[src/rtl/jlapane_div4_if.sv]
// rtl/jlapane_div4_if.sv - start/operand/result bundle for the 8-by-4 restoring divider
interface jlapane_div4_if;
  logic       start;
  logic [7:0] dividend;
  logic [3:0] divisor;
  logic [7:0] quotient;
  logic [3:0] remainder;
  logic       busy;
  logic       done;
  logic       div_by_zero;

  // Requester side: issues start with operands, observes results.
  modport master (
    output start, dividend, divisor,
    input  quotient, remainder, busy, done, div_by_zero
  );

  // Divider side.
  modport slave (
    input  start, dividend, divisor,
    output quotient, remainder, busy, done, div_by_zero
  );
endinterface

[src/rtl/jlapane_div4.sv]
// rtl/jlapane_div4.sv - 8-bit by 4-bit restoring divider, one quotient bit per cycle (option macro JLAPANE_DIV4_DBZ_EN: fast divide-by-zero)
module jlapane_div4 (
  input  logic          clk,
  input  logic          rst_n,
  jlapane_div4_if.slave bus
);

  typedef enum logic [1:0] {
    IDLE = 2'd0,
    CALC = 2'd1,
    DONE = 2'd2
  } state_t;

  state_t     state, state_nxt;

  // Working registers: dvd_q shifts dividend bits out of its MSB while
  // quotient bits enter at its LSB, so after 8 steps it holds the quotient.
  logic [7:0] dvd_q;
  logic [3:0] dvs_q;
  logic [3:0] rem_q;
  logic [2:0] cnt_q;

  // Result registers, held from one done to the next.
  logic [7:0] quo_q;
  logic [3:0] rmd_q;

  logic       accept;
  logic       last_iter;
  logic       fast_dbz;
  logic [4:0] shifted;
  logic       qbit;
  logic [3:0] rem_nxt;
  logic [7:0] dvd_nxt;

  // DONE is not busy, so a start in the done cycle chains straight into CALC.
  assign accept    = bus.start && (state != CALC);
  assign last_iter = (cnt_q == 3'd7);

  // 5-bit trial remainder: previous remainder with the next dividend bit appended.
  // When the trial succeeds the difference is below the divisor, so the
  // 4-bit subtraction is exact. A zero divisor always succeeds, giving
  // quotient 0xFF and leaving dividend[3:0] as the remainder.
  assign shifted = {rem_q, dvd_q[7]};
  assign qbit    = (shifted >= {1'b0, dvs_q});
  assign rem_nxt = qbit ? (shifted[3:0] - dvs_q) : shifted[3:0];
  assign dvd_nxt = {dvd_q[6:0], qbit};

`ifdef JLAPANE_DIV4_DBZ_EN
  logic dbz_q;

  assign fast_dbz = (dvs_q == 4'd0);
`else
  assign fast_dbz = 1'b0;
`endif

  // State register.
  always_ff @(posedge clk or negedge rst_n) begin
    if (!rst_n) begin
      state <= IDLE;
    end else begin
      state <= state_nxt;
    end
  end

  // Next-state logic: 8 CALC cycles (or 1 with fast zero-divisor), one DONE cycle.
  always_comb begin
    state_nxt = state;
    case (state)
      IDLE: begin
        if (bus.start) begin
          state_nxt = CALC;
        end
      end
      CALC: begin
        if (fast_dbz || last_iter) begin
          state_nxt = DONE;
        end
      end
      DONE: begin
        if (bus.start) begin
          state_nxt = CALC;
        end else begin
          state_nxt = IDLE;
        end
      end
      default: begin
        state_nxt = IDLE;
      end
    endcase
  end

  // Operand latch and shift-subtract iteration; results load on the last step.
  always_ff @(posedge clk or negedge rst_n) begin
    if (!rst_n) begin
      dvd_q <= 8'd0;
      dvs_q <= 4'd0;
      rem_q <= 4'd0;
      cnt_q <= 3'd0;
      quo_q <= 8'd0;
      rmd_q <= 4'd0;
    end else if (accept) begin
      dvd_q <= bus.dividend;
      dvs_q <= bus.divisor;
      rem_q <= 4'd0;
      cnt_q <= 3'd0;
    end else if (state == CALC) begin
      if (fast_dbz) begin
        // No iteration has run, so dvd_q still holds the original dividend.
        quo_q <= 8'hFF;
        rmd_q <= dvd_q[3:0];
      end else begin
        dvd_q <= dvd_nxt;
        rem_q <= rem_nxt;
        cnt_q <= cnt_q + 3'd1;
        if (last_iter) begin
          quo_q <= dvd_nxt;
          rmd_q <= rem_nxt;
        end
      end
    end
  end

`ifdef JLAPANE_DIV4_DBZ_EN
  // Divide-by-zero flag, updated alongside the results.
  always_ff @(posedge clk or negedge rst_n) begin
    if (!rst_n) begin
      dbz_q <= 1'b0;
    end else if (!accept && (state == CALC)) begin
      if (fast_dbz) begin
        dbz_q <= 1'b1;
      end else if (last_iter) begin
        dbz_q <= 1'b0;
      end
    end
  end

  assign bus.div_by_zero = dbz_q;
`else
  assign bus.div_by_zero = 1'b0;
`endif

  assign bus.quotient  = quo_q;
  assign bus.remainder = rmd_q;
  assign bus.busy      = (state == CALC);
  assign bus.done      = (state == DONE);

endmodule

[src/flat_wrapper.sv]
// flat-port wrapper written by rule: the top's interface ports become plain ports
module jlapane_div4_flat 
  (clk, rst_n, bus_start, bus_dividend, bus_divisor, bus_quotient, bus_remainder, bus_busy, bus_done, bus_div_by_zero);
  jlapane_div4_if bus_i ();
  input  logic clk;
  input  logic rst_n;
  input wire logic [$bits(bus_i.start)-1:0] bus_start;
  input wire logic [$bits(bus_i.dividend)-1:0] bus_dividend;
  input wire logic [$bits(bus_i.divisor)-1:0] bus_divisor;
  output wire logic [$bits(bus_i.quotient)-1:0] bus_quotient;
  output wire logic [$bits(bus_i.remainder)-1:0] bus_remainder;
  output wire logic [$bits(bus_i.busy)-1:0] bus_busy;
  output wire logic [$bits(bus_i.done)-1:0] bus_done;
  output wire logic [$bits(bus_i.div_by_zero)-1:0] bus_div_by_zero;
  assign bus_i.start = bus_start;
  assign bus_i.dividend = bus_dividend;
  assign bus_i.divisor = bus_divisor;
  assign bus_quotient = bus_i.quotient;
  assign bus_remainder = bus_i.remainder;
  assign bus_busy = bus_i.busy;
  assign bus_done = bus_i.done;
  assign bus_div_by_zero = bus_i.div_by_zero;
  jlapane_div4 u_core (.clk(clk), .rst_n(rst_n), .bus(bus_i));
endmodule
[config.mk]
export PLATFORM = sky130hd
export DESIGN_NAME = jlapane_div4_flat
export DESIGN_NICKNAME = d
export VERILOG_FILES = /design/src/rtl/jlapane_div4_if.sv /design/src/rtl/jlapane_div4.sv /design/src/flat_wrapper.sv
export SDC_FILE = /design/constraint.sdc
export NUM_CORES = 1
export LEC_CHECK = 0
export CAP_MARGIN = 30
export CELL_PAD_IN_SITES_DETAIL_PLACEMENT = 1
export CELL_PAD_IN_SITES_GLOBAL_PLACEMENT = 1
export CORE_MARGIN = 3
export CORE_UTILIZATION = 44
export CTS_CLUSTER_SIZE = 12
export DETAILED_ROUTE_END_ITERATION = 8
export PLACE_DENSITY = 0.95
export REMOVE_ABC_BUFFERS = 1
export SYNTH_ARGS = -nofsm -noshare
export SYNTH_HDL_FRONTEND = slang
export SYNTH_SLANG_ARGS = --single-unit
[constraint.sdc]
create_clock -name clk -period 2.5 [get_ports clk]
set_input_delay 0.5 -clock clk [delete_from_list [all_inputs] [get_ports clk]]
set_output_delay 0.5 -clock clk [all_outputs]
set_load 0.01 [all_outputs]
# After elaboration in Yosys (flattened, before gate mapping)
# Cells that the tools add are included.
[op_classes]
n_addsub = 2
n_reduce_logical = 5
n_bitwise = 1
magnitude_cmp = 1
eq_ne = 6
mux = 11
[op_table]
columns = ["cell", "count"]
rows = [
  ["8-bit two-way mux", 2],
  ["4-bit two-way mux", 3],
  ["3-bit two-way mux", 2],
  ["2-bit case mux with 3 select lines", 1],
  ["5-bit by 4-bit greater-or-equal comparator with 1-bit output", 1],
  ["2-bit two-way mux", 2],
  ["2-bit by 1-bit != test with 1-bit output (second input constant)", 2],
  ["4-bit subtractor", 1],
  ["3-bit by 1-bit adder with 3-bit output (second input constant)", 1],
  ["3-bit equality test (second input constant)", 1],
  ["3-bit AND reduction", 1],
  ["2-bit by 1-bit equality test with 1-bit output (second input constant)", 1],
  ["2-bit equality test (second input constant)", 1],
  ["2-bit zero test", 1],
  ["2-bit != test (second input constant)", 1],
  ["2-bit AND reduction", 1],
  ["2-bit nonzero test", 1],
  ["1-bit logical AND", 1],
  ["1-bit two-way mux", 1],
  ["1-bit NOT", 1],
]
[totals]
ff_bits = 33
out_inout_bits = 15

# Longest topological paths before layout
# Gate-level depths: netlist (run 1).
[logic_depth]
ltp_word = 4
depth_mapped = 6
depth_no_buf = 6

# Least setup slack after synthesis (run 1)
# Ideal clock, no wire load.
[synth_path]
kind = "reg-to-reg"
from = "reg u_core.dvs_q[0]"
to = "reg u_core.rem_q[2]"
setup_slack_ps = 964
arrival_ps = 1441
n_path_buf = 0
stages_incl_launch_ff = 6
cell_sequence = "dfrtp_1 ha_1 fa_1 xor2_1 and3_1 o31ai_1"
[synth_via]
elab_chain_cells = 4
elab_cells_between_ends = 5
cone_classes = "1 x add/sub; 1 x order compare; 3 x mux"
[synth_rtl]
columns = ["item", "line_no", "text"]
rows = [
  ["start: declaration", "jlapane_div4.sv:19", "logic [3:0] dvs_q;"],
  ["start signal: assignment", "jlapane_div4.sv:103", "dvs_q <= bus.divisor;"],
  ["4-bit subtractor / 5-bit by 4-bit greater-or-equal comparator with 1-bit output (equally long branches)", "jlapane_div4.sv:45, jlapane_div4.sv:44", ""],
  ["4-bit two-way mux (*)", "jlapane_div4.sv:45", "assign rem_nxt = qbit ? (shifted[3:0] - dvs_q) : shifted[3:0];"],
  ["4-bit two-way mux (*)", "jlapane_div4.sv:106", "end else if (state == CALC) begin"],
  ["4-bit two-way mux (*)", "jlapane_div4.sv:101", "end else if (accept) begin"],
  ["end signal: assignment", "jlapane_div4.sv:113", "rem_q <= rem_nxt;"],
  ["end: declaration", "jlapane_div4.sv:20", "logic [3:0] rem_q;"],
]
# Every way passes the cells marked *; elsewhere a longest branch is shown, timed or not. The select of a mux whose other input is x is not followed.
# A chain may end at the register's enable or synchronous reset.

# Worst setup path after layout (run 1)
[layout_path]
from = "reg u_core.state[1]"
to = "out bus_busy"
[layout_via]
elab_chain_cells = 1
[layout_rtl]
columns = ["item", "line_no", "text"]
rows = [
  ["start: declaration", "jlapane_div4.sv:14", "state_t state, state_nxt;"],
  ["start signal: assignment", "jlapane_div4.sv:61", "state <= state_nxt;"],
  ["2-bit by 1-bit equality test with 1-bit output", "jlapane_div4.sv:144", "assign bus.busy = (state == CALC);"],
  ["end: declaration", "flat_wrapper.sv:12", "output wire logic [$bits(bus_i.busy)-1:0] bus_busy;"],
]
# No other way between the ends.

==> results of run 1 <==
## registers in the layout, summed over array words and instances (netlist names)
name / flops
u_core.bus.quotient: 8
u_core.dvd_q: 8
u_core.bus.remainder: 4
u_core.dvs_q: 4
u_core.rem_q: 4
u_core.cnt_q: 3
u_core.state: 2
## layout make-up
| cell class | instances | area [sq um] |
|---|---|---|
| repair buffers | 31 | 302.8 |
| clock buffers | 5 | 68.82 |
| flip-flops and latches | 33 | 825.8 |
| clock inverters | 3 | 17.52 |
| well taps | 46 | 57.56 |
| inverters | 10 | 37.54 |
| multi-input cells | 93 | 735.7 |
| fillers | 391 | 1423 |
## kinds of logic (layout without fill, tap and decap cells)
kind of cell / Yosys count / in the layout / synth area share [%]
DFF: 33 / 33 / 50.50
buffers and inverters: 16 / 49 / 4.514
muxes: 18 / 18 / 11.86
xor gates and xnor gates: 1 / 1 / 0.5357
AOI/OAI and AO/OA: 29 / 29 / 14.23
other: 1 / 1 / 0.2293
and+or+nand+nor: 37 / 37 / 12.32
adders and majority gates: 7 / 7 / 5.815
## power by group through the flow
stage	logic [mW]	registers (mW)	clock network (mW)
2_1_floorplan	0.987	1.00	0
3_3_place_gp	1.43	0.984	0
3_5_place_dp	1.55	1.00	0
4_1_cts	1.59	0.997	0.405
5_1_grt	1.74	1.03	0.437
6_report	1.57	0.995	0.395
## critical path: cells and delay by family, from the launching register on
family                 cells  cell delay, ns
buffers and inverters      2            0.62
DFF                        1            0.38
and+or+nand+nor            1            0.22
## cell usage after synthesis (all sizes together)
master,n
xor2,1
nand2b,2
mux2,11
nor2b,3
ha,6
nor2,3
a21oi,6
o211ai,1
o31ai,6
and2,1
nand2,19
and3,3
fa,1
nor3,1
inv,10
mux2i,7
dfrtp,33
conb,1
nand3,5
a211oi,1
o41ai,2
o22ai,1
o21ai,12
buf,4
clkbuf,2
## worst max-delay path by stage
stage                     cells after the start                   startpoint                          end
final                                         3  u_core.state[1]$_DFFE_PN0P_                     bus_busy
after global routing                          3  u_core.state[1]$_DFFE_PN0P_                     bus_busy
after CTS                                     3  u_core.state[1]$_DFFE_PN0P_                     bus_busy
after detailed placement                      5                    bus_start  u_core.dvd_q[0]$_DFFE_PN0P_
after global placement                        3                    bus_start  u_core.dvs_q[3]$_DFFE_PN0P_
after floorplan                               5  u_core.dvs_q[0]$_DFFE_PN0P_  u_core.rem_q[2]$_DFFE_PN0P_
## routing by layer
| layer | GRT usage, % | wire length, um | vias to the layer above |
|---|---|---|---|
| li1 | - | - | 550 |
| met1 | 22.07 | 1526 | 568 |
| met2 | 31.93 | 1901 | 31 |
| met3 | 7.251 | 181 | 10 |
| met4 | 8.608 | 84 | 0 |
| met5 | 0 | 0 | - |
==> reports/metrics.cfg, run 1 <==
[critical_path]
reg2regPathDepth=6
worstPathRequired_ns=2.00
cp_slowest_stage_delay_ns=0.53
reg2reg_slack_ns=0.79
crit_chain=nand2b_4, inv_2, clkdlybuf4s50_1
path_class=reg -> out
startpoint_type=register
cp_max_fo=13
r2r-start=u_core.dvs_q[1]$_DFFE_PN0P_
r2r_end=u_core.rem_q[3]$_DFFE_PN0P_
slowest_stage=clkdlybuf4s50_1
cp-end-kind=primary output
cp.arrival_ns=1.51

[clock_tree]
insertion_delay_ns=0.29
cts_tree=built
cts.path.max_buffers=2
path_clk_slew_ns=0.07
cts_made_buffers=5
clock_sinks=33
h-tree-depth=2
hold_buffers=0
cts_resized=0
cts_root_buf=clkbuf_8
cts_setup_buffers=0

[placed_design]
place_inst=213
placed_cell_area_sq_um=1959
gp_congestion=0.8019
hpwl_um=2631
dp_slack_ns=0.6683
portBuffers=28

[global_route]
grt_pass1_wl_um=6210
grt_pass1_vias=1294
antenna_found_initial=0
grt.total_usage_pct=19.32
grt_max_degree=34
overflow=0

[worst_hold_path]
worstHoldStart=u_core.bus.remainder[3]$_DFFE_PN0P_
worstHoldPathCells=2
hp-class=reg -> reg
min_to=u_core.bus.remainder[3]$_DFFE_PN0P_

[final_layout]
fin_area_sq_um=2046
stdcell_count=221
antenna_cells=0
drive_above_1_share_pct=14.29
final_common_cell=dfrtp_1
final_cell_mix=dfrtp_1 (33), clkdlybuf4s50_1 (28), nand2_1 (18)
final_nets=196
fin_util_pct=58.98
syn_to_final_growth_pct=25.10

[sta]
finClkSkew_ns=0.004473
setup_tns_ns=0
hold_viol=0
drv_slew=0
fmax_mhz=497.7
hold_slack_ns=0.4850
fin_ws_ns=0.4906
setup_violations=0
rsz0062_at_grt=false
period_share_pct=80.38
period_needed_ns=2.009

[drt]
antenna_left=0
drtIter0Drc=66
wl_per_cell_um=16.71
dr_total_vias=1159
via_per_inst=5.244
wl_um=3693
drcViolationCount=0
first_pass_iters=4

[outcome]
outcome=finished, final reports clean

[power_and_ir_drop]
power.total_mw=2.958
leakagePower_nw=0.9227
power_density_nw_per_um2=1446
p_sw_share_pct=42.39
p_clk_share_pct=13.4
combPwrFrac_pct=53.0
internal-power_mw=1.704
sequentialPowerShare_pct=33.6
ir_drop_uv=876.9
switching_power_mw=1.254

[floorplan]
die_w_um=66.97
ios=30
start_util_pct=47.15
die_h_um=66.97
die_area_sq_um=4484
fp-row-count=21
core_sq_um=3468

[yosys]
synth_warnings=0
yosys-top-cells-area=dfrtp_1 (50%), mux2_1 (7.6%), ha_1 (4.6%), mux2i_1 (4.3%), nand2_1 (4.1%)
yosysTopAreaCell=dfrtp_1
synth.top_cell.area_share_pct=50.50
synthDistinctLibCells=37
synthCells=142
synth-seq-cells=33
syn_avg_cell_area_sq_um=11.52
yosysSeqAreaShare_pct=50.50
syn-cell-area_sq_um=1635

[run]
max_cap_viol_count=0

Power figures use the tool's default switching activity.
==> run 2: changes to the inputs <==
--- a/config.mk
+++ b/config.mk
@@ -9,10 +9,10 @@
 export CELL_PAD_IN_SITES_DETAIL_PLACEMENT = 1
 export CELL_PAD_IN_SITES_GLOBAL_PLACEMENT = 1
 export CORE_MARGIN = 3
-export CORE_UTILIZATION = 44
+export CORE_UTILIZATION = 37
 export CTS_CLUSTER_SIZE = 12
 export DETAILED_ROUTE_END_ITERATION = 8
-export PLACE_DENSITY = 0.95
+export PLACE_DENSITY = 0.86
 export REMOVE_ABC_BUFFERS = 1
 export SYNTH_ARGS = -nofsm -noshare
 export SYNTH_HDL_FRONTEND = slang
==> constraint.sdc (replaced) <==
create_clock -name clk -period 1.7 [get_ports clk]
set_input_delay 0.34 -clock clk [delete_from_list [all_inputs] [get_ports clk]]
set_output_delay 0.34 -clock clk [all_outputs]
set_load 0.01 [all_outputs]
==> reports/metrics.cfg, run 2 (synthesis results as in run 1) <==
[final_layout]
fin_area_sq_um=2202  ; +7.6%
final_cell_mix=dfrtp_1 (33), clkdlybuf4s50_1 (26), nand2_1 (18)
antenna_cells=0  ; unchanged
drive_above_1_share_pct=21.55  ; +7.3 points
final_common_cell=dfrtp_1
final_nets=202  ; +3.1%
syn_to_final_growth_pct=34.66

[power_and_ir_drop]
power.total_mw=4.914  ; +66%
power_density_nw_per_um2=2232  ; +54%
leakagePower_nw=0.9726  ; +5.4%
ir_drop_uv=905.8  ; +3.3%

[clock_tree]
path_clk_slew_ns=0.07  ; about the same
cts_root_buf=clkbuf_8
insertion_delay_ns=0.28  ; about the same
h-tree-depth=2  ; unchanged
cts.path.max_buffers=2  ; unchanged
clock_sinks=33  ; unchanged
hold_buffers=0  ; unchanged
cts_tree=built
cts_made_buffers=5  ; unchanged

[critical_path]
path_class=reg -> reg
worstPathRequired_ns=1.89  ; -0.11 ns
startpoint_type=register
cp_max_fo=8  ; -5
cp.arrival_ns=1.82  ; +0.31 ns
cp-end-kind=register

[drt]
drtIter0Drc=60  ; -9.1%
wl_um=3951  ; +7.0%
dr_total_vias=1194  ; +3.0%
via_per_inst=5.169  ; -1.4%
drcViolationCount=0  ; unchanged
first_pass_iters=4  ; unchanged
wl_per_cell_um=17.10  ; +2.4%
antenna_left=0  ; unchanged

[run]
max_cap_viol_count=0  ; unchanged

[floorplan]
die_w_um=72.48  ; +8.2%
start_util_pct=39.46  ; -7.7 points
ios=30  ; unchanged
die_h_um=72.48  ; +8.2%
fp-row-count=23  ; +9.5%
core_sq_um=4144  ; +19%
die_area_sq_um=5253  ; +17%

[placed_design]
placed_cell_area_sq_um=1987  ; +1.4%
gp_congestion=0.8223  ; +2.5%
hpwl_um=2736  ; +4.0%
portBuffers=28  ; unchanged

[sta]
hold_viol=0  ; unchanged
period_needed_ns=1.633
setup_tns_ns=0  ; unchanged
period_share_pct=96.05
drv_slew=0  ; unchanged
setup_violations=0  ; unchanged
fmax_mhz=612.4
finClkSkew_ns=0.004732  ; +0.0002588 ns

[global_route]
grt_pass1_vias=1299  ; +0.39%
grt.total_usage_pct=15.87  ; -3.4 points
overflow=0  ; unchanged
grt_pass1_wl_um=6313  ; +1.7%
grt_max_degree=34  ; unchanged
antenna_found_initial=0  ; unchanged

[worst_hold_path]
hp-class=in -> async

[outcome]
outcome=finished, final reports clean

run 2: final timing paths:
path                                                      from                                  end  slack, ns  depth (start not counted)
min in group clk           u_core.bus.remainder[0]$_DFFE_PN0P_  u_core.bus.remainder[0]$_DFFE_PN0P_       0.49                          2
min                                                      rst_n  u_core.bus.remainder[3]$_DFFE_PN0P_       0.46                          2
max in group asynchronous                                rst_n          u_core.dvd_q[0]$_DFFE_PN0P_       0.93                          2
max reg2reg                        u_core.rem_q[0]$_DFFE_PN0P_          u_core.rem_q[0]$_DFFE_PN0P_       0.07                          5
min reg2reg                u_core.bus.remainder[0]$_DFFE_PN0P_  u_core.bus.remainder[0]$_DFFE_PN0P_       0.49                          2
max                                u_core.rem_q[0]$_DFFE_PN0P_          u_core.rem_q[0]$_DFFE_PN0P_       0.07                          5
run 2: repair_timing:
item                       in CTS  in global routing
gates resized for setup         2                 12
buffers inserted                0                  3
gates cloned                    0                  0
setup endpoints to repair       2                  8
pin swaps                       0                  4
run 2: area by class of cell:
| cell class | count | area, sq um |
|---|---|---|
| repair buffers | 37 | 345.3 |
| flip-flops and latches | 33 | 825.8 |
| well taps | 50 | 62.56 |
| inverters | 10 | 37.54 |
| multi-input cells | 93 | 814.5 |
| fillers | 432 | 1942 |
| clock inverters | 1 | 30.03 |
| clock buffers | 7 | 86.33 |
run 2: report_power, final:
part | switching [mW] | total (mW) | internal, mW
Sequential | 0.303 | 1.49 | 1.19
Clock | 0.287 | 0.765 | 0.478
Combinational | 1.37 | 2.66 | 1.29
Total | 1.96 | 4.91 | 2.95
run 2: worst max-delay path, cell delays in order (launching register included):
cell and delay (ns):
dfrtp_1 0.45, ha_4 0.30, inv_1 0.06, o211ai_4 0.30
a21oi_1 0.17, o31ai_1 0.26
run 2: metrics by stage:
step	worst slack, ns	cells	utilization, %	hold slack [ns]
6_report	0.06714	231	53.14	0.4647
5_1_grt	-0.05359	231	53.14	0.5103
4_1_cts	0.01585	228	50.69	0.4874
3_5_place_dp	0.05059	220	47.95	0.4814
3_3_place_gp	0.1177	220	47.95	0.4625
2_1_floorplan	0.1639	136	-	0.04441
run 2: routing by layer:
| layer | global-route usage [%] | part of all wire [%] |
|---|---|---|
| met3 | 4.432 | 4.8 |
| met4 | 5.533 | 0.91 |
| met5 | 0 | 0 |
| met2 | 26.59 | 51 |
| met1 | 19.61 | 43 |
==> run 3: changes to the inputs <==
--- a/config.mk
+++ b/config.mk
@@ -12,7 +12,7 @@
 export CORE_UTILIZATION = 37
 export CTS_CLUSTER_SIZE = 12
 export DETAILED_ROUTE_END_ITERATION = 8
-export PLACE_DENSITY = 0.86
+export PLACE_DENSITY_LB_ADDON = 0.1
 export REMOVE_ABC_BUFFERS = 1
 export SYNTH_ARGS = -nofsm -noshare
 export SYNTH_HDL_FRONTEND = slang
==> constraint.sdc (replaced) <==
create_clock -name clk -period 1.45 [get_ports clk]
set_input_delay 0.29 -clock clk [delete_from_list [all_inputs] [get_ports clk]]
set_output_delay 0.29 -clock clk [all_outputs]
set_load 0.01 [all_outputs]
==> reports/metrics.cfg, run 3 (synthesis results as in run 1) <==
[global_route]
grt.total_usage_pct=17.43  ; +1.6 points
overflow=0  ; unchanged
grt_pass1_wl_um=6837  ; +8.3%
antenna_found_initial=0  ; unchanged
grt_pass1_vias=1424  ; +9.6%
grt_max_degree=34  ; unchanged

[clock_tree]
cts_root_buf=clkbuf_8
insertion_delay_ns=0.30  ; +0.02 ns
hold_buffers=0  ; unchanged
cts_made_buffers=5  ; unchanged
cts_tree=built
path_clk_slew_ns=0.08  ; about the same
h-tree-depth=2  ; unchanged
cts.path.max_buffers=2  ; unchanged
clock_sinks=33  ; unchanged

[floorplan]
die_area_sq_um=5253  ; unchanged
die_h_um=72.48  ; unchanged
ios=30  ; unchanged
fp-row-count=23  ; unchanged
start_util_pct=39.46  ; unchanged
die_w_um=72.48  ; unchanged
core_sq_um=4144  ; unchanged

[final_layout]
drive_above_1_share_pct=36.32  ; +15 points
multi_input_comb_area_sq_um=853.3  ; +4.8%
final_nets=223  ; +10%
final-seq-area_sq_um=825.8  ; unchanged
antenna_cells=0  ; unchanged
final_common_cell=dfrtp_1
fillers=445  ; +3.0%
final_cell_mix=dfrtp_1 (33), buf_4 (25), nand2_1 (16)
fin_util_pct=57.82  ; +4.7 points
syn_to_final_growth_pct=46.52

[critical_path]
cp-end-kind=register
cp.arrival_ns=1.79  ; -0.03 ns
reg2regPathDepth=5  ; unchanged
reg2reg_slack_ns=-0.16  ; -0.23 ns
path_class=reg -> reg
cp_max_fo=8  ; unchanged
r2r_end=u_core.rem_q[3]$_DFFE_PN0P_
worstPathRequired_ns=1.63  ; -0.26 ns
r2r-start=u_core.rem_q[0]$_DFFE_PN0P_
crit_path_end=u_core.rem_q[3]$_DFFE_PN0P_
crit_start=u_core.rem_q[0]$_DFFE_PN0P_
startpoint_type=register

[sta]
period_share_pct=110.9  ; +15 points
period_needed_ns=1.609  ; -0.02415 ns
setup_tns_ns=-1.305  ; -1.305 ns
drv_slew=0  ; unchanged
setup_violations=10  ; +10
fmax_mhz=621.6  ; +1.5%
hold_viol=0  ; unchanged
rsz0062_at_grt=true
finClkSkew_ns=0.01132  ; +0.006588 ns
fin_ws_ns=-0.1587  ; -0.2259 ns

[outcome]
violations=negative setup slack
outcome=complete, but fails checks

[drt]
drtIter0Drc=33  ; -45%
first_pass_iters=4  ; unchanged
drcViolationCount=0  ; unchanged
antenna_left=0  ; unchanged
via_per_inst=5.104  ; -1.3%
dr_total_vias=1281  ; +7.3%
wl_per_cell_um=17.49  ; +2.2%
wl_um=4389  ; +11%

[worst_hold_path]
hp-class=in -> async

[placed_design]
gp_congestion=0.7732  ; -6.0%
portBuffers=28  ; unchanged
hpwl_um=2733  ; about the same

[power_and_ir_drop]
ir_drop_uv=916.6  ; +1.2%
power.total_mw=6.308  ; +28%
leakagePower_nw=1.105  ; +14%
power_density_nw_per_um2=2633  ; +18%

[run]
max_cap_viol_count=0  ; unchanged

## run 3: cell types whose count changed in the layout (fill, tap and decap cells not counted), sizes merged
cell           change
clkdlybuf4s50     -12
clkbuf             -1
clkinv             +1
buf               +22
dlygate4sd2       +10
## run 3: routing by layer
layer	routed length [um]	global-route usage [%]	part of all wire, %	vias to the layer above
li1	-	-	-	606
met1	1838	21.57	42	642
met2	2294	28.51	52	26
met3	171	4.017	3.9	7
met4	85	8.607	1.9	0
met5	0	0	0	-
## run 3: power breakdown
part	internal (mW)	total, mW	switching (mW)	leakage, nW
combinational	1.89	3.74	1.85	0.659
sequential	1.39	1.72	0.327	0.392
clock	0.499	0.845	0.345	0.0540
## run 3: critical path: stages (launching register included)
cell      delay (ns)
dfrtp_1         0.43
ha_4            0.29
inv_2           0.04
o211ai_4        0.32
a21oi_2         0.12
o41ai_2         0.30
## run 3: how the worst min path moves through the flow
stage / depth (start not counted) / to / startpoint
after global placement: 2 / u_core.bus.remainder[3]$_DFFE_PN0P_ / u_core.bus.remainder[3]$_DFFE_PN0P_
after global routing: 2 / u_core.cnt_q[2]$_DFFE_PN0P_ / rst_n
after floorplan: 0 / u_core.bus.quotient[0]$_DFFE_PN0P_ / rst_n
final: 2 / u_core.cnt_q[2]$_DFFE_PN0P_ / rst_n
after detailed placement: 1 / u_core.bus.quotient[1]$_DFFE_PN0P_ / u_core.bus.quotient[1]$_DFFE_PN0P_
after CTS: 2 / u_core.state[0]$_DFFE_PN0P_ / rst_n
## run 3: metrics by stage
stage / std cells / hold slack [ns] / setup slack, ns / area, sq um
after floorplan: 136 / -0.005591 / -0.08614 / 1599
after global placement: 233 / 0.4732 / -0.1387 / 2097
after detailed placement: 233 / 0.4814 / -0.1894 / 2097
after CTS: 245 / 0.3596 / -0.1475 / 2286
after global routing: 251 / 0.3751 / -0.2236 / 2396
final: 251 / 0.3522 / -0.1587 / 2396
## run 3: area by class of cell
cell class                      count  area share [%]
Multi-Input combinational cell     93           35.61
Inverter                           10           1.671
Timing Repair Buffer               58           21.31
Tap cell                           50           2.611
Clock inverter                      2           1.462
Sequential cell                    33           34.46
Clock buffer                        5           2.872
## run 3: repair_timing
action,in CTS,in global routing
setup buffers,5,7
resized for setup,30,17
setup endpoints to repair,31,22
cloned,0,0
pin swaps,11,9
